$ cat src/rtl/fwd_ctrl_unit.sv
// Operand forwarding and load-use stall control with a short retired-result history.
// Optional performance counters are built when FWD_PERF_CNT_EN is defined.
module fwd_ctrl_unit #(
    parameter int unsigned WIDTH = 32,
    parameter int unsigned DEPTH = 2,
    parameter int unsigned AW    = 5
) (
    input  logic             clk,
    input  logic             rst,
    input  logic [AW-1:0]    rs1_d,
    input  logic [AW-1:0]    rs2_d,
    input  logic [WIDTH-1:0] rdata1,
    input  logic [WIDTH-1:0] rdata2,
    input  logic             wr_en_e,
    input  logic [AW-1:0]    rd_e,
    input  logic             load_e,
    input  logic [WIDTH-1:0] alu_result_e,
    input  logic [WIDTH-1:0] load_data_m,
    output logic [WIDTH-1:0] SrcAE,
    output logic [WIDTH-1:0] SrcBE,
    output logic [2:0]       fwd_sel_a,
    output logic [2:0]       fwd_sel_b,
    output logic             stall_d,
    output logic [31:0]      stall_count,
    output logic [31:0]      fwd_count
);

    localparam int unsigned CNT_W    = 32;
    localparam int unsigned NUM_SRC  = 2;
    localparam logic [2:0]  SEL_RF   = 3'd0;
    localparam logic [2:0]  SEL_EX   = 3'd1;
    localparam logic [2:0]  SEL_ZERO = 3'd7;

    typedef struct packed {
        logic             valid;
        logic             pending;
        logic [AW-1:0]    rd;
        logic [WIDTH-1:0] data;
    } hist_t;

    typedef enum logic {
        RUN       = 1'b0,
        LOAD_WAIT = 1'b1
    } state_t;

    hist_t  hist_q [DEPTH];
    hist_t  hist_d [DEPTH];
    state_t state_q;
    state_t state_d;

    logic [AW-1:0]    rs_c       [NUM_SRC];
    logic [WIDTH-1:0] rf_c       [NUM_SRC];
    logic [WIDTH-1:0] src_c      [NUM_SRC];
    logic [2:0]       sel_c      [NUM_SRC];
    logic [NUM_SRC-1:0] load_hit_c;

    // History shift; a load leaving entry 0 picks up its memory data on the way out.
    always_comb begin
        for (int k = 0; k < int'(DEPTH); k++) begin
            hist_d[k] = hist_q[k];
        end
        hist_d[0].valid   = wr_en_e && (rd_e != '0);
        hist_d[0].pending = wr_en_e && (rd_e != '0) && load_e;
        hist_d[0].rd      = rd_e;
        hist_d[0].data    = alu_result_e;
        for (int k = 1; k < int'(DEPTH); k++) begin
            hist_d[k] = hist_q[k-1];
            if (hist_q[k-1].pending) begin
                hist_d[k].data    = load_data_m;
                hist_d[k].pending = 1'b0;
            end
        end
    end

    always_ff @(posedge clk or posedge rst) begin
        if (rst) begin
            hist_q <= '{default: '0};
        end else begin
            hist_q <= hist_d;
        end
    end

    // Per-source operand selection; the history loop runs oldest to youngest so the youngest hit wins.
    always_comb begin
        rs_c[0]    = rs1_d;
        rs_c[1]    = rs2_d;
        rf_c[0]    = rdata1;
        rf_c[1]    = rdata2;
        load_hit_c = '0;
        for (int i = 0; i < int'(NUM_SRC); i++) begin
            src_c[i] = rf_c[i];
            sel_c[i] = SEL_RF;
            if (rs_c[i] == '0) begin
                src_c[i] = '0;
                sel_c[i] = SEL_ZERO;
            end else if (wr_en_e && (rd_e == rs_c[i])) begin
                if (load_e) begin
                    load_hit_c[i] = 1'b1;
                end else begin
                    src_c[i] = alu_result_e;
                    sel_c[i] = SEL_EX;
                end
            end else begin
                for (int k = int'(DEPTH) - 1; k >= 0; k--) begin
                    if (hist_q[k].valid && (hist_q[k].rd == rs_c[i])) begin
                        src_c[i] = hist_q[k].pending ? load_data_m : hist_q[k].data;
                        sel_c[i] = 3'(k + 2);
                    end
                end
            end
        end
    end

    assign SrcAE     = src_c[0];
    assign SrcBE     = src_c[1];
    assign fwd_sel_a = sel_c[0];
    assign fwd_sel_b = sel_c[1];

    // Stall FSM: one stall cycle per load-use, then a mandatory wait cycle.
    always_comb begin
        state_d = state_q;
        stall_d = 1'b0;
        if (!rst && (state_q == RUN) && (|load_hit_c)) begin
            stall_d = 1'b1;
        end
        case (state_q)
            RUN:       if (stall_d) state_d = LOAD_WAIT;
            LOAD_WAIT: state_d = RUN;
            default:   state_d = RUN;
        endcase
    end

    always_ff @(posedge clk or posedge rst) begin
        if (rst) begin
            state_q <= RUN;
        end else begin
            state_q <= state_d;
        end
    end

`ifdef FWD_PERF_CNT_EN
    logic [CNT_W-1:0] stall_cnt_q;
    logic [CNT_W-1:0] stall_cnt_d;
    logic [CNT_W-1:0] fwd_cnt_q;
    logic [CNT_W-1:0] fwd_cnt_d;
    logic             fwd_any_c;

    always_comb begin
        fwd_any_c   = ((sel_c[0] != SEL_RF) && (sel_c[0] != SEL_ZERO)) ||
                      ((sel_c[1] != SEL_RF) && (sel_c[1] != SEL_ZERO));
        stall_cnt_d = stall_cnt_q + CNT_W'(stall_d);
        fwd_cnt_d   = fwd_cnt_q + CNT_W'(fwd_any_c);
    end

    always_ff @(posedge clk or posedge rst) begin
        if (rst) begin
            stall_cnt_q <= '0;
            fwd_cnt_q   <= '0;
        end else begin
            stall_cnt_q <= stall_cnt_d;
            fwd_cnt_q   <= fwd_cnt_d;
        end
    end

    assign stall_count = stall_cnt_q;
    assign fwd_count   = fwd_cnt_q;
`else
    assign stall_count = '0;
    assign fwd_count   = '0;
`endif

endmodule

$ cat config.mk
export PLATFORM = sky130hd
export DESIGN_NAME = fwd_ctrl_unit
export DESIGN_NICKNAME = d
export VERILOG_FILES = /design/src/rtl/fwd_ctrl_unit.sv
export SDC_FILE = /design/constraint.sdc
export NUM_CORES = 1
export LEC_CHECK = 0
export CORE_UTILIZATION = 50
export CTS_CLUSTER_DIAMETER = 40
export CTS_CLUSTER_SIZE = 24
export DETAILED_ROUTE_END_ITERATION = 7
export DONT_BUFFER_PORTS = 1
export GPL_ROUTABILITY_DRIVEN = 1
export GPL_TIMING_DRIVEN = 0
export PLACE_DENSITY = 0.67
export SLEW_MARGIN = 20
export SYNTH_ARGS = -nofsm -noshare
export SYNTH_HDL_FRONTEND = slang
export SYNTH_SLANG_ARGS = --single-unit
$ cat constraint.sdc
create_clock -name clk -period 3.6 [get_ports clk]
set_input_delay 0.72 -clock clk [delete_from_list [all_inputs] [get_ports clk]]
set_output_delay 0.72 -clock clk [all_outputs]
set_load 0.02 [all_outputs]
# --- After elaboration in Yosys (flattened, before gate mapping) ---
# Index checks and enable logic that the tools add are counted.
totals:
  regBits: 78
  out_inout_bits: 135
  word_cells: 58
op_classes:
  eq_ne: 6
  n_mux: 28
  bitwise: 1
  n_reduce_logical: 15
ops:
  columns: ["op", "count"]
  rows:
  - ["$mux 32", 11]
  - ["$eq 5x5->1", 6]
  - ["$mux 3", 6]
  - ["$logic_and 1x1->1", 10]
  - ["$logic_not 5->1", 2]
  - ["$mux 1", 8]
  - ["$reduce_bool 5->1", 1]
  - ["$mux 2", 2]
  - ["$pmux 1 s2", 1]
  - ["$reduce_or 2->1", 1]
  - ["$logic_not 1->1", 1]
  - ["$not 1->1", 1]

# --- Depth between registers and ports, before layout ---
# Gate-level depths: netlist of run 1.
logic_depth:
  word_depth: 9
  mapped_depth: 7

# --- Worst setup path before layout of run 1 ---
# Ideal clock, no wire load.
synth_timing:
  path_type: "input -> output"
  startpoint: "input rd_e[1]"
  endpoint: "output SrcBE[28]"
  t_arrival_ns: 2.384
  t_required_ns: 2.880
  setup_slack_ns: 0.496
  stages: 5
  cell_sequence: "xor2_1 -> nor4_2 -> nand3_2 -> mux2_4 -> a2111oi_2"
synth_via:
  elab_chain_cells: 4
synth_lines:
  columns: ["item", "line_no", "rtl"]
  rows:
  - ["from (decl)", "15", "input logic [AW-1:0] rd_e,"]
  - ["$eq 5x5->1", "96", "end else if (wr_en_e && (rd_e == rs_c[i])) begin"]
  - ["$logic_and 1x1->1", "96", null]
  - ["$mux 32", "96", null]
  - ["$mux 32", "93", "if (rs_c[i] == '0) begin"]
  - ["to (decl)", "20", "output logic [WIDTH-1:0] SrcBE,"]
# No other way between the ends.

# --- Worst setup path in the final report of run 1 ---
layout_timing:
  startpoint: "register hist_q, in the netlist hist_d[33]"
  endpoint: "output SrcBE[31]"
layout_via:
  elab_chain_cells: 5
layout_lines:
  columns: ["item", "line_no", "rtl"]
  rows:
  - ["from (decl)", "46", "hist_t hist_q [DEPTH];"]
  - ["from (signal assigned)", "79", "hist_q <= hist_d;"]
  - ["$eq 5x5->1", "105", "if (hist_q[k].valid && (hist_q[k].rd == rs_c[i])) begin"]
  - ["$logic_and 1x1->1", "105", null]
  - ["$mux 32", "105", null]
  - ["$mux 32", "96", null]
  - ["$mux 32", "93", null]
# No other way between the ends.

==> results of run 1 <==
[registers in the layout, indices dropped and copies added, names as in the netlist]
signal,cells
hist_d,6
state_q,1
hist_q,71
[cell type report]
cell class / count / area, sq um
Buffer: 113 / 738
Clock buffer: 11 / 253
Clock inverter: 5 / 56.3
Fill cell: 1072 / 4750
Inverter: 42 / 160
Multi-Input combinational cell: 443 / 3250
Sequential cell: 78 / 1950
Tap cell: 143 / 179
Timing Repair Buffer: 1 / 27.5
[report_power, final]
group / switching [mW] / leakage [nW] / internal, mW
sequential: 0.0208 / 0.913 / 0.930
clock: 0.363 / 0.152 / 0.575
combinational: 0.387 / 1.84 / 0.217
[logic make-up after synthesis]
family / after synthesis / synth area share [%]
and+or+nand+nor: 157 / 13.2
buffers and inverters: 155 / 15.4
AOI/OAI and AO/OA: 152 / 25.9
DFF: 78 / 33.5
muxes: 40 / 7.49
xor gates and xnor gates: 30 / 4.50
other: 1 / 0.0643
[cell usage in the layout (no fill, tap or decap), types with 3 or more instances in the layout]
master,synthesis,routed
buf_2,14,14
nor3_1,7,7
conb_1,1,64
buf_6,6,6
nor2_1,82,81
o221a_2,6,6
nand2_1,11,11
o32ai_1,3,3
o21ai_0,9,9
xnor2_1,18,18
nand3_1,4,4
mux2i_1,32,32
a211oi_1,4,4
a221o_1,9,9
o221a_1,45,45
xor2_1,12,12
and2_1,3,3
a221oi_2,14,18
inv_1,40,39
clkbuf_1,24,24
dfrtp_1,78,78
buf_4,67,67
a221oi_1,44,40
clkbuf_16,0,9
mux2_2,5,5
and3_1,6,6
o211ai_1,3,3
nor2b_1,29,29
or2_1,3,3
[repair_timing]
item | CTS | global route
setup buffers | 0 | 0
gates resized for setup | 1 | 4
hold buffers | 0 | 0
cloned | 0 | 0
setup endpoints to repair | 4 | 4
[per-layer routing]
layer,share of wire (%),track usage [%],wire length (microns)
met5,0,0,0
met1,40,36.7,7390
met2,49,50.4,8970
met4,2.5,11.7,453
met3,8.8,8.23,1630
[through the flow]
stage	std cells	area, sq um	TNS, ns	worst slack, ns
final	836	6620	0	0.0935
after global placement	819	6250	-2.14	-0.103
after floorplan	676	6070	0	0.496
after CTS	836	6590	0	0.0894
after global routing	836	6620	0	0.00316
after detailed placement	820	6280	-0.421	-0.116
[worst min-delay path by stage]
stage                                      end            startpoint
after global placement    hist_q[38]$_DFF_PP0_  hist_d[38]$_DFF_PP0_
after global routing         state_q$_DFF_PP0_                   rst
after floorplan           hist_q[38]$_DFF_PP0_  hist_d[38]$_DFF_PP0_
final                        state_q$_DFF_PP0_                   rst
after detailed placement  hist_q[38]$_DFF_PP0_  hist_d[38]$_DFF_PP0_
after CTS                 hist_q[76]$_DFF_PP0_                   rst
==> results.md, run 1 <==
- Status: finished clean
- Number of synthesized flops with an enable pin: 0
- CP top delay family: compound AO/OA/AOI/OAI gates
- Library cells used by synthesis: 55
- Largest area contributor in the netlist: dfrtp_1
- Crit path capture: SrcBE[31]
- Yosys top cell area share: 33.5%
- Clk_lat worst skew: 0.33 ns
- Post-route ant nets: 0
- Buffers added on ports: 0
- Nature of the critical path startpoint: register
- Die H: 110 microns
- Top cells by count, synth: 82 x nor2_1, 78 x dfrtp_1, 67 x buf_4
- Final Util: 58.2%
- Max Cap Viol: 0
- Post-synthesis instance total: 613
- Most area-consuming cells after synthesis: dfrtp_1 33%, o221a_1 8.7%, buf_4 8.6%
- P&R area growth vs syn: 13.4%
- Syn Std Cell Area: 0.00583 sq mm
- Grt ovf: 0
- Final slew viol count: 0
- CTS tree: done
- WP buf/inv: 2
- Critical Path Stages: 7
- CP max stage cell: o31ai_1
- Worst VDD drop: 0.224 mV
- Power, Total: 2.49 mW
- Crit-path max cell delay: 0.74 ns
- Clock buffer depth: 2
- Hold slack: 0.254 ns
- First-pass GRT wire length: 26600 microns
- H-tree levels: 3
- Yosys reg bits: 78
- Final period util: 97.4%
- Crit path DAT: 2.79 ns
- RR Startpoint: hist_q[76]$_DFF_PP0_
- Fin crit period: 3.51 ns
- Share of cells above drive strength 1: 21.2%
- Reg2reg end: hist_q[1]$_DFF_PP0_
- Critical path endpoint category: primary output
- Clock-pin slew on the worst setup and hold paths: 0.06 ns
- CP required: 2.88 ns
- Initial drt markers: 269
- RSZ-0062 raised after global routing: no
- CP Cell Sequence: xor2_1 -> nor4_4 -> and2_1 -> buf_6 -> buf_6 -> o311ai_1 -> o31ai_1
- Setup Skew: 0.00352 ns
- Total Routing Usage GR: 30.1%
- YS warnings: 0
- CP most frequent cell: buf_6
- Fmax achieved: 285 MHz
- Num rows: 39
- Top FF cell, synth: dfrtp_1
- Initial Util: 51.3%
- Core area: 0.0114 sq mm
- Seq/Total Area, Yosys: 33.5%
- Post-Route WL: 18400 microns
- Drt wl/cell: 22.1 microns
- Syn avg cell area: 9.52 sq um
- DP Wirelength: 14300 microns
- Flop-to-flop setup slack: 1.99 ns
- Vias: 4966
- RD Place Congestion: 0.927
- Async SR Flop Fraction: 100%
- Clock sinks: 78
- HP Class: in -> async
- DRC violations left: 0
- Die area: 0.0121 sq mm
- Clock tree root driver cell: clkbuf_16
- Final nets: 835
- # setup viols final: 0
- Leakage: 2.91 nW
- Slew HR: 40.1%
- Cts bufs inserted: 9
- IO Pins: 282
- Top-count cell post-synth: nor2_1
- Pre-antenna DRT Iters: 4
- WS Path Type: reg -> out
- Antenna violations before repair: 0
- Final Hold Fails: 0
- Vias/cell: 5.94
- Pwr per Cell Area: 377 mW/mm^2
- Critical Path Source: hist_d[33]$_DFF_PP0_
- Diode count: 0
- Die X: 110 microns
- R2R depth: 4
- CP max FO: 10
- Worst slew pin tran: 0.891 ns
- Largest net degree at the start of global routing: 50
- Number of global-route vias before repair: 4803
Power figures use the tool's default switching activity.
==> run 2: changes to the inputs <==
- PLACE_DENSITY: 0.67 -> unset
- PLACE_DENSITY_LB_ADDON: unset -> 0.05
==> run 2 against run 1 <==
  * Power up 1.6%
  * Cell count up 0.12%
  * Critical endpoint unchanged
  * Clock skew up 0.0039 ns
  * Flip-flop and latch count unchanged
  * First-iteration DRC count up 0.74%
  * Die area unchanged
  * Final area up 0.26%
  * Sequential power about the same
  * Count of clock-buffer cells in the layout up 1
  * Worst setup slack better by 0.024 ns
  * Clock power up 4.4%
  * Register-to-register slack better by 0.03 ns
==> results.md, run 2 (same netlist as run 1, synthesis figures left out) <==
- Clock buffer depth: 2
- Post-route ant nets: 0
- WS Path Type: reg -> out
- H-tree levels: 3
- Top reg by flops: hist_q
- Worst Slack Setup Final: 0.118 ns
- Vias: 5006
- Fmax achieved: 287 MHz
- First-pass GRT wire length: 26700 microns
- Grt ovf: 0
- Place WS: -0.179 ns
- Hold slack: 0.221 ns
- Final non-filler cell total: 837
- RR Startpoint: hist_q[76]$_DFF_PP0_
- Total Routing Usage GR: 30.1%
- Power, Total: 2.53 mW
- Slew HR: 39.5%
- Most common library cell in the layout ignoring fill and taps: nor2_1
- Setup Skew: 0.00737 ns
- R2R depth: 4
- IO Pins: 282
- DRC violations left: 0
- Final Util: 58.3%
- DP Wirelength: 13900 microns
- P&R area growth vs syn: 13.7%
- Initial Util: 51.3%
- Clock sinks: 78
- CTS tree: done
- Pwr per Cell Area: 382 mW/mm^2
- HP Class: in -> async
- Clk_lat worst skew: 0.33 ns
- Crit path capture: SrcBE[31]
- Final period util: 96.7%
- # setup viols final: 0
- Post-Route WL: 18500 microns
- Buffers added on ports: 0
- Crit path DAT: 2.76 ns
- Critical Path Source: hist_d[33]$_DFF_PP0_
- Die area: 0.0121 sq mm
- Num rows: 39
- Critical path endpoint category: primary output
- Status: finished clean
- Die H: 110 microns
- Final nets: 835
- Most frequent cells in the layout: 81 x nor2_1, 78 x dfrtp_1, 67 x buf_4, 64 x conb_1, 45 x o221a_1
- Cts bufs inserted: 9
- Fin crit period: 3.48 ns
- CP max FO: 10
- Placed Cells: 820
- Final slew viol count: 0
- Worst slew pin tran: 0.905 ns
- Initial drt markers: 271
- Core area: 0.0114 sq mm
- Nature of the critical path startpoint: register
- Leakage: 2.91 nW
- Drt wl/cell: 22.1 microns
- Max Cap Viol: 0
- Largest net degree at the start of global routing: 57
- Clock tree root driver cell: clkbuf_16
- Flop-to-flop setup slack: 2.02 ns
- Worst VDD drop: 0.191 mV
- Vias/cell: 5.98
- Clock-pin slew on the worst setup and hold paths: 0.06 ns
- Share of cells above drive strength 1: 21.1%
- Pre-antenna DRT Iters: 5
- Antenna violations before repair: 1
- Max FFs per register: 71
- Final Hold Fails: 0
- Die X: 110 microns
- Reg2reg end: hist_q[16]$_DFF_PP0_
- CP required: 2.88 ns
- Number of global-route vias before repair: 4723
- RD Place Congestion: 0.863
run 2: layer usage:
metal / GRT usage [%] / wire [microns] / vias up
met3: 8.99 / 1850 / 32
met1: 38.7 / 7530 / 2407
met4: 10.8 / 405 / 0
met5: 0 / 0 / -
li1: - / - / 2280
met2: 47.9 / 8740 / 287
run 2: layout make-up:
cell class	instances	area, sq um
Antenna cell	1	2.50
Buffer	113	738
Clock buffer	12	246
Clock inverter	4	70.1
Fill cell	1061	4740
Inverter	42	160
Multi-Input combinational cell	443	3260
Sequential cell	78	1950
Tap cell	143	179
Timing Repair Buffer	1	27.5
run 2: stage by stage:
step	TNS, ns	cell area [sq um]
4_1_cts	0	6600
3_3_place_gp	-6.06	6250
2_1_floorplan	0	6070
6_report	0	6630
5_1_grt	-0.0396	6630
3_5_place_dp	-0.594	6280
run 2: how the worst min path moves through the flow:
stage	slack, ns	end	startpoint
finish	0.22	state_q$_DFF_PP0_	rst
global route	0.24	state_q$_DFF_PP0_	rst
CTS	0.23	state_q$_DFF_PP0_	rst
detailed placement	0.41	hist_q[38]$_DFF_PP0_	hist_d[38]$_DFF_PP0_
global placement	0.41	hist_q[38]$_DFF_PP0_	hist_d[38]$_DFF_PP0_
floorplan	0.39	hist_q[38]$_DFF_PP0_	hist_d[38]$_DFF_PP0_
run 2: repair_timing:
item                                    in CTS  in global routing
endpoints found under the setup margin       4                  5
gates resized for setup                      1                  5
hold buffers                                 0                  0
setup buffers                                0                  0
pin swaps                                    0                  0
run 2: power by group:
group | switching (mW) | total (mW) | internal (mW)
sequential | 0.0200 | 0.950 | 0.930
clock | 0.354 | 0.979 | 0.625
combinational | 0.387 | 0.605 | 0.217
run 2: worst max-delay path, stage by stage, from the launching register on:
cell	delay, ns
dfrtp_1	0.41
xor2_1	0.20
nor4_4	0.50
and2_1	0.21
buf_6	0.14
buf_6	0.17
o311ai_1	0.14
o31ai_1	0.66
==> run 3: changes to the inputs <==
- CORE_MARGIN: unset -> 1
==> results of run 3 <==
Final layout, timing and power as in run 2 (identical DEF).
